[config.mk]
export PLATFORM = sky130hd
export DESIGN_NAME = mem_arbiter
export DESIGN_NICKNAME = d
export VERILOG_FILES = /design/src/rtl/mem_arbiter.sv
export SDC_FILE = /design/constraint.sdc
export NUM_CORES = 1
export LEC_CHECK = 0
export BUFFER_PORTS_ARGS = -buffer_cell sky130_fd_sc_hd__buf_2
export CELL_PAD_IN_SITES_DETAIL_PLACEMENT = 1
export CELL_PAD_IN_SITES_GLOBAL_PLACEMENT = 2
export CORE_ASPECT_RATIO = 1.4
export CORE_UTILIZATION = 30
export DETAILED_ROUTE_END_ITERATION = 8
export HOLD_SLACK_MARGIN = 0.06
export PLACE_DENSITY_LB_ADDON = 0.1
export REMOVE_ABC_BUFFERS = 1
export SLEW_MARGIN = 20
export SYNTH_ARGS = -nofsm -noshare
export SYNTH_HDL_FRONTEND = slang
export SYNTH_SLANG_ARGS = --single-unit
[constraint.sdc]
create_clock -name clk -period 3.1 [get_ports clk]
set_clock_uncertainty 0.1 [all_clocks]
set_input_delay 0.155 -clock clk [delete_from_list [all_inputs] [get_ports clk]]
set_output_delay 0.155 -clock clk [all_outputs]
set_load 0.02 [all_outputs]
[src/rtl/mem_arbiter.sv]
// Round-robin arbiter sharing one single-port memory bus between
// the MEM-stage (port 0) and IF-stage (port 1) requesters.
module mem_arbiter #(
   parameter int unsigned BITSIZE = 32,
   parameter int unsigned TIMEOUT = 0
) (
   input  logic                 clk,
   input  logic                 resetn_i,
   input  logic [2*BITSIZE-1:0] CORE_addr_i,
   input  logic [2*BITSIZE-1:0] CORE_data_i,
   output logic [2*BITSIZE-1:0] CORE_data_o,
   input  logic [1:0]           CORE_read_i,
   input  logic [1:0]           CORE_write_i,
   input  logic [3:0]           CORE_write_size_i,
   output logic [1:0]           CORE_valid_o,
   output logic                 BUS_req_o,
   output logic                 BUS_we_o,
   output logic [1:0]           BUS_size_o,
   output logic [BITSIZE-1:0]   BUS_addr_o,
   output logic [BITSIZE-1:0]   BUS_wdata_o,
   input  logic [BITSIZE-1:0]   BUS_rdata_i,
   input  logic                 BUS_ack_i,
   output logic [1:0]           grant_o,
   output logic                 err_o
);

   typedef enum logic [1:0] {
      IDLE,
      BUSY,
      RESP
   } state_e;

   localparam logic [31:0] TO_LAST = 32'(TIMEOUT) - 32'd1;

   state_e               state_q, state_d;
   logic                 win_q, win_d;
   logic                 last_q, last_d;
   logic                 we_q, we_d;
   logic                 err_q, err_d;
   logic [1:0]           size_q, size_d;
   logic [BITSIZE-1:0]   addr_q, addr_d;
   logic [BITSIZE-1:0]   wdata_q, wdata_d;
   logic [BITSIZE-1:0]   rd0_q, rd0_d;
   logic [BITSIZE-1:0]   rd1_q, rd1_d;
   logic [31:0]          cnt_q, cnt_d;

   logic [1:0]           req;
   logic                 pick;
   logic                 tout;

   assign req  = CORE_read_i | CORE_write_i;
   // On a tie the port that did not win last time gets the bus.
   assign pick = (req == 2'b11) ? ~last_q : req[1];
   assign tout = (TIMEOUT != 0) && (cnt_q == TO_LAST);

   always_comb begin
      state_d = state_q;
      win_d   = win_q;
      last_d  = last_q;
      we_d    = we_q;
      err_d   = err_q;
      size_d  = size_q;
      addr_d  = addr_q;
      wdata_d = wdata_q;
      rd0_d   = rd0_q;
      rd1_d   = rd1_q;
      cnt_d   = cnt_q;
      unique case (state_q)
         IDLE: begin
            if (|req) begin
               win_d   = pick;
               we_d    = CORE_write_i[pick];
               size_d  = pick ? CORE_write_size_i[3:2]
                              : CORE_write_size_i[1:0];
               addr_d  = pick ? CORE_addr_i[2*BITSIZE-1:BITSIZE]
                              : CORE_addr_i[BITSIZE-1:0];
               wdata_d = pick ? CORE_data_i[2*BITSIZE-1:BITSIZE]
                              : CORE_data_i[BITSIZE-1:0];
               cnt_d   = '0;
               state_d = BUSY;
            end
         end
         BUSY: begin
            if (BUS_ack_i) begin
               if (!we_q) begin
                  if (win_q) rd1_d = BUS_rdata_i;
                  else       rd0_d = BUS_rdata_i;
               end
               last_d  = win_q;
               state_d = RESP;
            end else if (tout) begin
               if (!we_q) begin
                  if (win_q) rd1_d = '0;
                  else       rd0_d = '0;
               end
               err_d   = 1'b1;
               state_d = RESP;
            end else begin
               cnt_d = cnt_q + 32'd1;
            end
         end
         RESP: begin
            cnt_d   = '0;
            state_d = IDLE;
         end
         default: state_d = IDLE;
      endcase
   end

   always_ff @(posedge clk or negedge resetn_i) begin
      if (!resetn_i) begin
         state_q <= IDLE;
         win_q   <= 1'b0;
         last_q  <= 1'b1;
         we_q    <= 1'b0;
         err_q   <= 1'b0;
         size_q  <= '0;
         addr_q  <= '0;
         wdata_q <= '0;
         rd0_q   <= '0;
         rd1_q   <= '0;
         cnt_q   <= '0;
      end else begin
         state_q <= state_d;
         win_q   <= win_d;
         last_q  <= last_d;
         we_q    <= we_d;
         err_q   <= err_d;
         size_q  <= size_d;
         addr_q  <= addr_d;
         wdata_q <= wdata_d;
         rd0_q   <= rd0_d;
         rd1_q   <= rd1_d;
         cnt_q   <= cnt_d;
      end
   end

   assign BUS_req_o    = (state_q == BUSY);
   assign BUS_we_o     = we_q;
   assign BUS_size_o   = size_q;
   assign BUS_addr_o   = addr_q;
   assign BUS_wdata_o  = wdata_q;
   assign grant_o      = (state_q != IDLE) ? {win_q, ~win_q} : 2'b00;
   assign CORE_valid_o = (state_q == RESP) ? {win_q, ~win_q} : 2'b00;
   assign CORE_data_o  = {rd1_q, rd0_q};
   assign err_o        = err_q;

endmodule
==> qor.txt <==
Outcome: completed
Initial antenna violation count: 4
Layout Utilization: 50.9%
Detail Route Antenna Nets: 0
Vias: 6,162
HP Start: CORE_read_i[1]
Seq cells post-synth: 135
Tot Pwr: 0.0111 W
First-pass GRT wire length: 37,300 um
CTS sink count: 135
Avg Cell Area, Syn: 12.5 um^2
Worst Path Class, Setup: input port to flop
Crit Reg-Reg Endpoint: BUS_addr_o[0]
I/O Pins: 308
Register area share after synthesis: 55.7%
Wirelength per Cell: 20.3 um
PD cells: 1100 nW/um^2
Max Cap Viol: 0
Placed inst area: 7790 um^2
Top cells by instance count after synthesis: dfrtp_1, o21ai_0, a2bb2oi_1, a311oi_1, mux2_2
Cell mode on critical path: dlygate4sd3_1
Fin crit share: 88.8%
CTS tree: yes
Crit-path slowest cell: or2_2
DPL Wire Length: 15,100 um
Area grow syn2layout: 66.6%
Top-area cell type share of the netlist area: 55.3%
Core Area: 19,800 um^2
Num rows: 61
Post-synth top area cell: dfrtp_1
Initial DRT Pass Iterations: 4
Drc violations: 0
IO buf count: 306
Buf+Inv Stages, Crit Path: 4
Register area: 3380 um^2
Synth warn: 0
Slew @ Worst Pin: 996 ps
CP required: 3300 ps
Share of post-route cells with drive strength above 1: 43.9%
Post-Syn Instances: 484
CP Launch Point: CORE_write_i[1]
Gpl congestion: 0.763
CP delay by family, top: buffers and inverters
Vias per std cell: 5.14
WHS Endpoint: win_q
Lkg Pwr: 4.56 nW
Initial core utilization: 30.6%
Critical path cell sequence: dlygate4sd3_1 > buf_2 > or2_2 > buf_4 > a311oi_1 > a2bb2oi_1 > dlygate4sd3_1
Worst EP arrival: 2950 ps
Worst-Skew Late Latency: 410 ps
R2R cell count: 5
CTS Buffer Depth: 2
Synth cell types: 31
Die Y-Extent: 170 um
Setup violators final: 0
Hold path depth: 4
Final Slew Violations: 0
EDFF count, synth: 0
Final Instance Area: 10,100 um^2
Post-Syn Area: 6070 um^2
RSZ-0062 raised after global routing: no
Multi-input gate area: 2430 um^2
Die ar.: 20,800 um^2
Peak supply drop: 549 uV
Number of H-tree levels: 4
Crit-path max FO: 34
Worst-path clk slew: 60 ps
Top-count cell post-synth: dfrtp_1
R2r setup slk: 410 ps
Fmax: 363 MHz
Total negative slack: 0 ps
Post-Place Cells: 995
Initial DRC count: 258
Non-Filler Instances: 1,198
CTS Root Cell: clkbuf_16
Critical path launch point type: input port
Minimum clock period: 2750 ps
CTS buffer count: 17
Fin nets: 1,102
Fillers: 2,195
Setup bufs post-CTS: 0
Async SR Flop Fraction: 100%
CP peak stage delay: 580 ps
Die Width: 122 um
Vias in the first global route: 6,752
Slew headroom: 33.3%
Ys flop type: dfrtp_1
Grt ovf: 0
Largest net degree at the start of global routing: 78
Hold crit path type: input port to flop
Gr usage total: 23.3%
Crit path capture type: flop
Worst reg2reg startpoint: state_q[1]
Final hold viol count: 0
Largest cells by area after synthesis: dfrtp_1, mux2_2, a2bb2oi_1, a311oi_1, o21ai_0
Post-Route WL: 24,300 um
==> worst reg2reg max path: cells and delay by family, from the launching register on <==
kind                   cells  cell delay [ps]
AO/OA/AOI/OAI              1              290
flip-flops                 1              430
AND/OR/NAND/NOR            2              890
buffers and inverters      2              930
==> cell families after synthesis <==
group / Yosys count / share of synthesized area [%]
simple gates: 18 / 2.29
buf+inv: 60 / 4.70
flops: 135 / 55.7
mux: 65 / 12.1
other cells: 1 / 0.0618
compound gates: 205 / 25.2
==> state kept, by name, summed over array words and instances (netlist names) <==
signal       count
BUS_addr_o      32
BUS_size_o       2
BUS_wdata_o     32
BUS_we_o         1
last_q           1
rd0_q           32
rd1_q           32
state_q          2
win_q            1
==> worst max-delay path by stage <==
| stage | depth (start not counted) | end | slack (ps) |
|---|---|---|---|
| finish | 7 | BUS_addr_o[8] | 350 |
| CTS | 7 | BUS_wdata_o[21] | 400 |
| detailed placement | 3 | rd0_q[26] | 980 |
| global route | 7 | BUS_wdata_o[21] | 270 |
| floorplan | 3 | BUS_addr_o[0] | -1420 |
| global placement | 3 | rd0_q[15] | 1020 |
==> cell type report <==
cell class              instances  share of cell area [%]
flip-flops and latches        135                    33.4
repair buffers                487                    33.2
multi-input cells             289                    24.0
clock buffers                  18                    4.25
well taps                     252                    3.12
clock inverters                14                    1.87
diodes                          2                  0.0495
inverters                       1                  0.0371
==> layer usage <==
metal | global-route usage (%) | vias up | share of wire, %
met5 | 0 | - | 0.082
met3 | 6.94 | 39 | 8.0
met4 | 7.53 | 4 | 1.9
met2 | 39.6 | 257 | 50
met1 | 27.7 | 3066 | 40
li1 | - | 2796 | -
==> stage by stage <==
step	setup slack, ps	hold slack [ps]
3_3_place_gp	1020	149
2_1_floorplan	-1420	-241
4_1_cts	397	169
6_report	346	203
5_1_grt	270	280
3_5_place_dp	985	158
==> layout by cell type (no fill, tap or decap), types with 2 or more instances in the layout <==
| master | netlist | routed |
|---|---|---|
| mux2_1 | 10 | 10 |
| buf_12 | 0 | 3 |
| nor2_1 | 4 | 2 |
| clkbuf_16 | 0 | 17 |
| diode_2 | 0 | 2 |
| nand2b_1 | 2 | 2 |
| buf_2 | 14 | 305 |
| buf_4 | 11 | 9 |
| or2_2 | 0 | 2 |
| a2bb2oi_1 | 66 | 66 |
| clkinv_4 | 0 | 2 |
| and2_1 | 2 | 2 |
| and3b_1 | 2 | 2 |
| dlygate4sd3_1 | 0 | 169 |
| dfrtp_1 | 134 | 134 |
| inv_8 | 0 | 3 |
| mux2_2 | 55 | 55 |
| o21ai_0 | 68 | 68 |
| nor2_4 | 0 | 2 |
| inv_6 | 0 | 4 |
| bufinv_16 | 0 | 3 |
| a311oi_1 | 66 | 66 |
==> power by group <==
group | internal, W | leakage, nW | switching (W)
registers | 0.00267 | 1.57 | 0.000511
clock network | 0.00129 | 0.302 | 0.000851
logic | 0.00275 | 2.69 | 0.00302
total | 0.00672 | 4.56 | 0.00439
==> repair_timing <==
action                     4_1_cts  5_1_grt
hold buffers                   169        0
hold endpoints to repair       209        0
setup endpoints to repair        0        0
resized for setup                0        0
No activity file was read; power rests on OpenSTA's default activity.
